$ cat src/rtl/uart_rx_param.sv
// Parametrised UART receiver: 2-FF synchroniser, oversampled 3-sample majority vote,
// optional parity, one or two stop bits and a valid/ack output handshake with overrun.
module uart_rx_param #(
  parameter int CLK_FREQ   = 100_000_000,
  parameter int BAUD_RATE  = 9_600,
  parameter int OVERSAMPLE = 16,
  parameter int DATA_BITS  = 8,
  parameter int PARITY     = 0,
  parameter int STOP_BITS  = 1
) (
  input  logic                 clk,
  input  logic                 reset,
  input  logic                 enable,
  input  logic                 rxd,
  output logic [DATA_BITS-1:0] data_out,
  output logic                 data_valid,
  input  logic                 data_ack,
  output logic                 parity_err,
  output logic                 frame_err,
  output logic                 overrun,
  output logic                 busy
);

  localparam int DIV_RAW = CLK_FREQ / (BAUD_RATE * OVERSAMPLE);
  localparam int DIV     = (DIV_RAW < 1) ? 1 : DIV_RAW;
  localparam int DIV_W   = (DIV > 1) ? $clog2(DIV) : 1;
  localparam int SC_W    = $clog2(OVERSAMPLE);
  localparam int BC_W    = $clog2(DATA_BITS);
  localparam int M       = OVERSAMPLE / 2;

  localparam logic [DIV_W-1:0] DIV_LAST   = DIV_W'(DIV - 1);
  localparam logic [SC_W-1:0]  SC_PRE     = SC_W'(M - 1);
  localparam logic [SC_W-1:0]  SC_MID     = SC_W'(M);
  localparam logic [SC_W-1:0]  SC_DEC     = SC_W'(M + 1);
  localparam logic [SC_W-1:0]  SC_LAST    = SC_W'(OVERSAMPLE - 1);
  localparam logic [BC_W-1:0]  BC_LAST    = BC_W'(DATA_BITS - 1);
  localparam logic             PAR_TARGET = (PARITY == 1);

  typedef enum logic [2:0] {
    S_IDLE,
    S_START,
    S_DATA,
    S_PARITY,
    S_STOP
  } state_t;

  logic                 syncMeta_q;
  logic                 rxdSync_q;
  logic [DIV_W-1:0]     tickCnt_q;
  logic [DIV_W-1:0]     tickCnt_d;
  logic                 tick;
  state_t               state_q;
  logic [SC_W-1:0]      sc_q;
  logic [BC_W-1:0]      bitCnt_q;
  logic                 stopCnt_q;
  logic                 sampA_q;
  logic                 sampB_q;
  logic                 bitDec;
  logic [DATA_BITS-1:0] shift_q;
  logic                 parErrPend_q;
  logic                 frameErrPend_q;
  logic [DATA_BITS-1:0] dataOut_q;
  logic                 dataValid_q;
  logic                 parityErr_q;
  logic                 frameErr_q;
  logic                 overrun_q;
  logic                 busy_q;

  always_ff @(posedge clk) begin
    if (reset) begin
      syncMeta_q <= 1'b1;
      rxdSync_q  <= 1'b1;
    end else begin
      syncMeta_q <= rxd;
      rxdSync_q  <= syncMeta_q;
    end
  end

  assign tick = enable && (tickCnt_q == DIV_LAST);

  always_comb begin
    tickCnt_d = tickCnt_q;
    if (enable) tickCnt_d = tick ? '0 : tickCnt_q + 1'b1;
  end

  always_ff @(posedge clk) begin
    if (reset) tickCnt_q <= '0;
    else       tickCnt_q <= tickCnt_d;
  end

  // The third vote is the live synchronised sample taken on the decision tick.
  assign bitDec = (sampA_q & sampB_q) | (sampA_q & rxdSync_q) | (sampB_q & rxdSync_q);

  always_ff @(posedge clk) begin
    if (reset) begin
      state_q        <= S_IDLE;
      sc_q           <= '0;
      bitCnt_q       <= '0;
      stopCnt_q      <= 1'b0;
      sampA_q        <= 1'b1;
      sampB_q        <= 1'b1;
      shift_q        <= '0;
      parErrPend_q   <= 1'b0;
      frameErrPend_q <= 1'b0;
      dataOut_q      <= '0;
      dataValid_q    <= 1'b0;
      parityErr_q    <= 1'b0;
      frameErr_q     <= 1'b0;
      overrun_q      <= 1'b0;
      busy_q         <= 1'b0;
    end else begin
      if (dataValid_q && data_ack) begin
        dataValid_q <= 1'b0;
        overrun_q   <= 1'b0;
      end
      if (tick) begin
        if (state_q != S_IDLE) begin
          sc_q <= (sc_q == SC_LAST) ? '0 : sc_q + 1'b1;
          if (sc_q == SC_PRE) sampA_q <= rxdSync_q;
          if (sc_q == SC_MID) sampB_q <= rxdSync_q;
        end
        case (state_q)
          S_IDLE: begin
            if (!rxdSync_q) begin
              state_q        <= S_START;
              sc_q           <= '0;
              busy_q         <= 1'b1;
              parErrPend_q   <= 1'b0;
              frameErrPend_q <= 1'b0;
              stopCnt_q      <= 1'b0;
            end
          end
          S_START: begin
            if (sc_q == SC_DEC && bitDec) begin
              state_q <= S_IDLE;
              sc_q    <= '0;
              busy_q  <= 1'b0;
            end else if (sc_q == SC_LAST) begin
              state_q  <= S_DATA;
              bitCnt_q <= '0;
            end
          end
          S_DATA: begin
            if (sc_q == SC_DEC) shift_q <= {bitDec, shift_q[DATA_BITS-1:1]};
            if (sc_q == SC_LAST) begin
              if (bitCnt_q == BC_LAST) state_q <= (PARITY != 0) ? S_PARITY : S_STOP;
              else                     bitCnt_q <= bitCnt_q + 1'b1;
            end
          end
          S_PARITY: begin
            if (sc_q == SC_DEC) parErrPend_q <= ((^shift_q) ^ bitDec) != PAR_TARGET;
            if (sc_q == SC_LAST) state_q <= S_STOP;
          end
          S_STOP: begin
            // Leaving half a bit early on the last stop lets back-to-back frames resync.
            if (sc_q == SC_DEC) begin
              if (STOP_BITS == 2 && !stopCnt_q) begin
                if (!bitDec) frameErrPend_q <= 1'b1;
              end else begin
                dataOut_q   <= shift_q;
                parityErr_q <= parErrPend_q;
                frameErr_q  <= frameErrPend_q | ~bitDec;
                dataValid_q <= 1'b1;
                overrun_q   <= dataValid_q & ~data_ack;
                state_q     <= S_IDLE;
                sc_q        <= '0;
                bitCnt_q    <= '0;
                stopCnt_q   <= 1'b0;
                busy_q      <= 1'b0;
              end
            end else if (sc_q == SC_LAST) begin
              stopCnt_q <= 1'b1;
            end
          end
          default: begin
            state_q <= S_IDLE;
            sc_q    <= '0;
            busy_q  <= 1'b0;
          end
        endcase
      end
    end
  end

  assign data_out   = dataOut_q;
  assign data_valid = dataValid_q;
  assign parity_err = parityErr_q;
  assign frame_err  = frameErr_q;
  assign overrun    = overrun_q;
  assign busy       = busy_q;

endmodule

$ cat config.mk
export PLATFORM = sky130hd
export DESIGN_NAME = uart_rx_param
export DESIGN_NICKNAME = d
export VERILOG_FILES = /design/src/rtl/uart_rx_param.sv
export SDC_FILE = /design/constraint.sdc
export NUM_CORES = 1
export LEC_CHECK = 0
export ABC_CLOCK_PERIOD_IN_PS = 2600
export CAP_MARGIN = 20
export CORE_AREA = 2 2 98 100
export DETAILED_ROUTE_END_ITERATION = 16
export DIE_AREA = 0 0 100 102
export PLACE_DENSITY = 0.41
export SYNTH_ARGS = -nofsm -noshare
export SYNTH_HDL_FRONTEND = slang
export SYNTH_SLANG_ARGS = --single-unit
export TNS_END_PERCENT = 1
$ cat constraint.sdc
create_clock -name clk -period 2.6 [get_ports clk]
set_input_delay 0.52 -clock clk [delete_from_list [all_inputs] [get_ports clk]]
set_output_delay 0.52 -clock clk [all_outputs]
set_load 0.005 [all_outputs]
[Word level (Yosys, flattened, before mapping)]
Cells that the tools add are included.
Word-level totals
  register bits after elaboration: 46
  bits of input ports: 5
  output and inout bits: 13
  logic and storage cells: 102
Operators by class
  $add $sub $neg: 3
  equality and inequality tests: 21
  muxes and demuxes: 35
  bitwise gates (word level): 10
  reduce and logical (&&, ||, !) cells: 17
Operators with widths (number)
  $mux 3: 11
  $mux 4: 5
  $ne 2x2->1 const B: 10
  $pmux 4 s4: 1
  $pmux 3 s5: 1
  $reduce_and 7->1: 2
  $mux 1: 13
  $eq 4x4->1 const B: 3
  $reduce_and 3->1: 4
  $add 10x1->10 const B: 1
  $eq 10x10->1 const B: 1
  $mux 10: 1
  $pmux 3 s3: 1
  $reduce_xor 8->1: 1
  $eq 3x2->1 const B: 2
  $eq 3x3->1 const B: 2
  $reduce_bool 3->1: 2
  $reduce_and 5->1: 1
  $add 4x1->4 const B: 1
  $and 1x1->1: 4
  $eq 4x3->1 const B: 1
  $pmux 1 s4: 1
  $reduce_and 4->1: 1
  $add 3x1->3 const B: 1
  10 further kinds: 15

[Depth between registers and ports, before layout]
  depth after elaboration: 6
  depth in mapped cells: 9
  mapped depth without buffers: 7

[Worst setup path after synthesis]
Ideal clock, no wire load.
  path type: input-to-reg
  start: input enable
  end: register sc_q[0]
  library setup time: 86 ps
  arrival: 2048 ps
  required time: 2514 ps
  setup slack: 466 ps
  stages on the path: 6
  cell sequence: buf_4 nand4bb_4 or3_1 buf_6 or4_4 a221oi_2
Between the ends
  longest elaborated chain between the ends: 1
RTL lines
  start, declared: RTL line 13  | input logic enable,
  $logic_and 1x1->1: RTL line 79  | assign tick = enable && (tickCnt_q == DIV_LAST);
  end signal, assigned: RTL line 118  | sc_q <= (sc_q == SC_LAST) ? '0 : sc_q + 1'b1;
  end, declared: RTL line 53  | logic [SC_W-1:0] sc_q;
Every way passes these cells.
A chain may end at the register's enable or synchronous reset.

[Final worst setup path]
Same ends and word-level chain as after synthesis.

==> summary.md <==
| Metric | Value |
|---|---|
| Post-synth EDFFs | `0` |
| Mapped Nets | `between 200 and 300` |
| Most frequent cell after synthesis | `dfxtp_1` |
| Num ports | `18` |
| Tightest Pin Transition | `approximately 0.72 ns` |
| Global-route wire length before repair | `roughly 8500 um` |
| TritonCTS clock tree | `yes` |
| Cts bufs inserted | `5` |
| P_leak | `~0.0009 uW` |
| Top FF cell, synth | `dfxtp_1` |
| Post-synth top area cell | `dfxtp_1` |
| Cell internal pwr | `930 uW` |
| RSZ-0062 raised after global routing | `no` |
| Clock-pin slew on the worst setup and hold paths | `approximately 0.09 ns` |
| Buffers on Ports | `17` |
| Final HPWL DP | `roughly 3400 um` |
| Mapped cell area | `between 2000 and 2500 sq um` |
| Initial antenna violation count | `0` |
| Tcrit/Tclk final | `approximately 88%` |
| Final instance area | `approximately 2700 sq um` |
| Critical Path AT | `2.48 ns` |
| Startpoint type of the worst setup path | `input port` |
| Commonest cells in the synthesized netlist | `dfxtp_1, nor2_1, nand2_1, a21oi_1, mux2i_1` |
| Drt total wl | `a little under 5000 um` |
| Syn avg cell area | `just under 9 sq um` |
| Root buffer cell | `clkbuf_8` |
| Yosys warning count | `0` |
| Die Area | `between 10,000 and 15,000 sq um` |
| PostCTS Resize Cnt | `0` |
| Starting DRT DRC Count | `84` |
| Unique masters post-synth | `between 40 and 50` |
| Pwr Density | `around 460 nW/um^2` |
| Fmax | `around 0.44 GHz` |
| Ranking of synthesized cells by area | `dfxtp_1, nor2_1, mux2i_1` |
| Crit. End Element | `register` |
| DR vias | `between 1,500 and 2,000` |
| Vias in the first global route | `around 1,800` |
| Via density | `between 4 and 5` |
| Largest net degree at the start of global routing | `29` |
| Initial core utilization | `about a quarter` |
| Switching share of power | `25.3%` |
| Setup Skew | `around 0.0063 ns` |
| H-tree depth | `2` |
| Status | `completed` |
| Post-synth top area share | `roughly two fifths` |
| Die width | `100 um` |
| FFs w/ async S/R, synth | `0%` |
| TritonRoute pass-1 iters | `4` |
| Hold Vio Cnt, Final | `0` |
| Worst Path Max Fanout | `5` |
| Post-CTS Setup Bufs | `0` |
| Residual DRC | `0` |
| Post-synthesis sequential area ratio | `roughly 41%` |
| Clk sinks | `46` |
| Slew headroom | `51.4%` |
| Hold-fix buffers, CTS | `0` |
| Final setup fails | `0` |
| Maximum capacitance violations | `0` |
| Setup Total Neg Slack | `0 ns` |
| Req. time, crit path | `2.80 ns` |
| Comb power frac | `6.2%` |
| NetSw | `approximately 310 uW` |
| Global route overflow | `0` |
| CTS max path bufs | `2` |
| Slowest CP cell | `or4_4` |
| Peak VDD IR | `0.000192 V` |
| Placed cell areas | `~2600 sq um` |
| Hold Path Class | `register to register` |
| Largest stage delay, worst path | `about 0.58 ns` |
| All-Layer GR Usage | `slightly above 10%` |
| Clock power frac | `between 30% and 40%` |
| Post-route ant nets | `0` |
| ANT cells | `0` |
| GPL Wtd Cong | `0.780` |
| Seq pwr share | `58.3%` |
| Die height | `about 100 um` |
| Ordered cell list for the critical path | `clkdlybuf4s50_1 > nand4bb_4 > or3_1 > or4_4 > a221oi_2` |
| CP Class | `input port to register` |
| Nets@finish | `293` |
| Period minus WS final | `between 2 and 2.5 ns` |
| Layout cells sized above 1 | `between 10 and 15%` |
| Fin. max-slew vios | `0` |
| DR WL/cell | `around 12 um` |
| Worst-case hold slack | `0.422 ns` |
| Clk Latency, worst-skew pair | `between 0.2 and 0.3 ns` |
| # rows | `35` |
| #FFs+latches synth | `46` |
| Core ar. | `9110 sq um` |
| Post-Syn Instances | `256` |
| Area delta synth->final | `20.2%` |
## layout by cell type, fill, tap and decap left out, drive strengths merged, types with 7 or more instances in the layout
cell and count:
nor3 8, a21oi 21, ha 7, clkdlybuf4s50 17
nor2 35, nand3b 7, nand2b 10, buf 14
mux2i 13, nand3 8, xnor2 11, nand2 28
dfxtp 46
## registers in the layout, indices dropped and copies added, names as in the netlist
name / count
sampA_q: 1
sc_q: 4
sampB_q: 1
bitCnt_q: 3
rxdSync_q: 1
overrun: 1
parity_err: 1
syncMeta_q: 1
data_out: 8
frame_err: 1
shift_q: 8
data_valid: 1
tickCnt_q: 10
parErrPend_q: 1
busy: 1
state_q: 3
## kinds of logic (layout without fill, tap and decap cells)
logic type               after synthesis  in the layout  share of synthesized area, %
AO/OA/AOI/OAI                         40             40                          11.7
XOR/XNOR                              16             16                          6.26
adder cells (fa/ha/maj)                8              8                          4.36
buffers and inverters                 16             42                          3.24
flip-flops                            46             46                          41.2
multiplexers                          13             13                          5.82
AND/OR/NAND/NOR                      117            117                          27.4
## layer usage
layer | share of wire (%) | vias to the layer above | track usage, %
li1 | - | 946 | -
met4 | 1.1 | 0 | 4.00
met2 | 46 | 25 | 17.0
met5 | 0 | - | 0
met3 | 2.2 | 2 | 1.44
met1 | 50 | 833 | 13.5
## path summary, 6_finish.rpt
kind	startpoint	end	slack [ns]	cells after the start
worst max-delay path	enable	sc_q[0]$_SDFFE_PP0N_	0.32	5
worst min-delay path	syncMeta_q$_SDFF_PP1_	rxdSync_q$_SDFF_PP1_	0.42	1
worst min register to register	syncMeta_q$_SDFF_PP1_	rxdSync_q$_SDFF_PP1_	0.42	1
worst max register to register	sc_q[1]$_SDFFE_PP0N_	sc_q[0]$_SDFFE_PP0N_	0.47	7
## per-stage QoR
stage               setup WS, ns  utilization (%)  total power, uW  cells
finish                     0.324             29.5             1250    393
CTS                        0.320             29.5             1270    393
floorplan                  0.466                -              794    256
global route               0.245             29.5             1310    393
detailed placement        0.0362             28.6              821    385
global placement          0.0692             28.6              822    385
## power groups by stage
stage                     Sequential [uW]  Combinational (uW)  Clock [uW]
after floorplan                       734                60.2           0
after global placement                743                78.9           0
after detailed placement              743                77.6           0
after CTS                             727                78.4         464
after global routing                  729                86.3         493
final                                 726                77.3         442
## worst max-delay path, delay by kind of cell
kind / cells / cell delay [ns]
AOI/OAI and AO/OA: 1 / 0.24
buffers and inverters: 1 / 0.53
and+or+nand+nor: 3 / 1.20
## cell type report
cell class	count	area, sq um
timing repair buffer	31	288
tap	111	139
clock buffer	5	68.8
sequential	46	921
fill	978	6420
clock inverter	3	18.8
inverter	3	11.3
multi-input combinational	194	1240
Note: power is estimated with default switching activity, not from simulation.
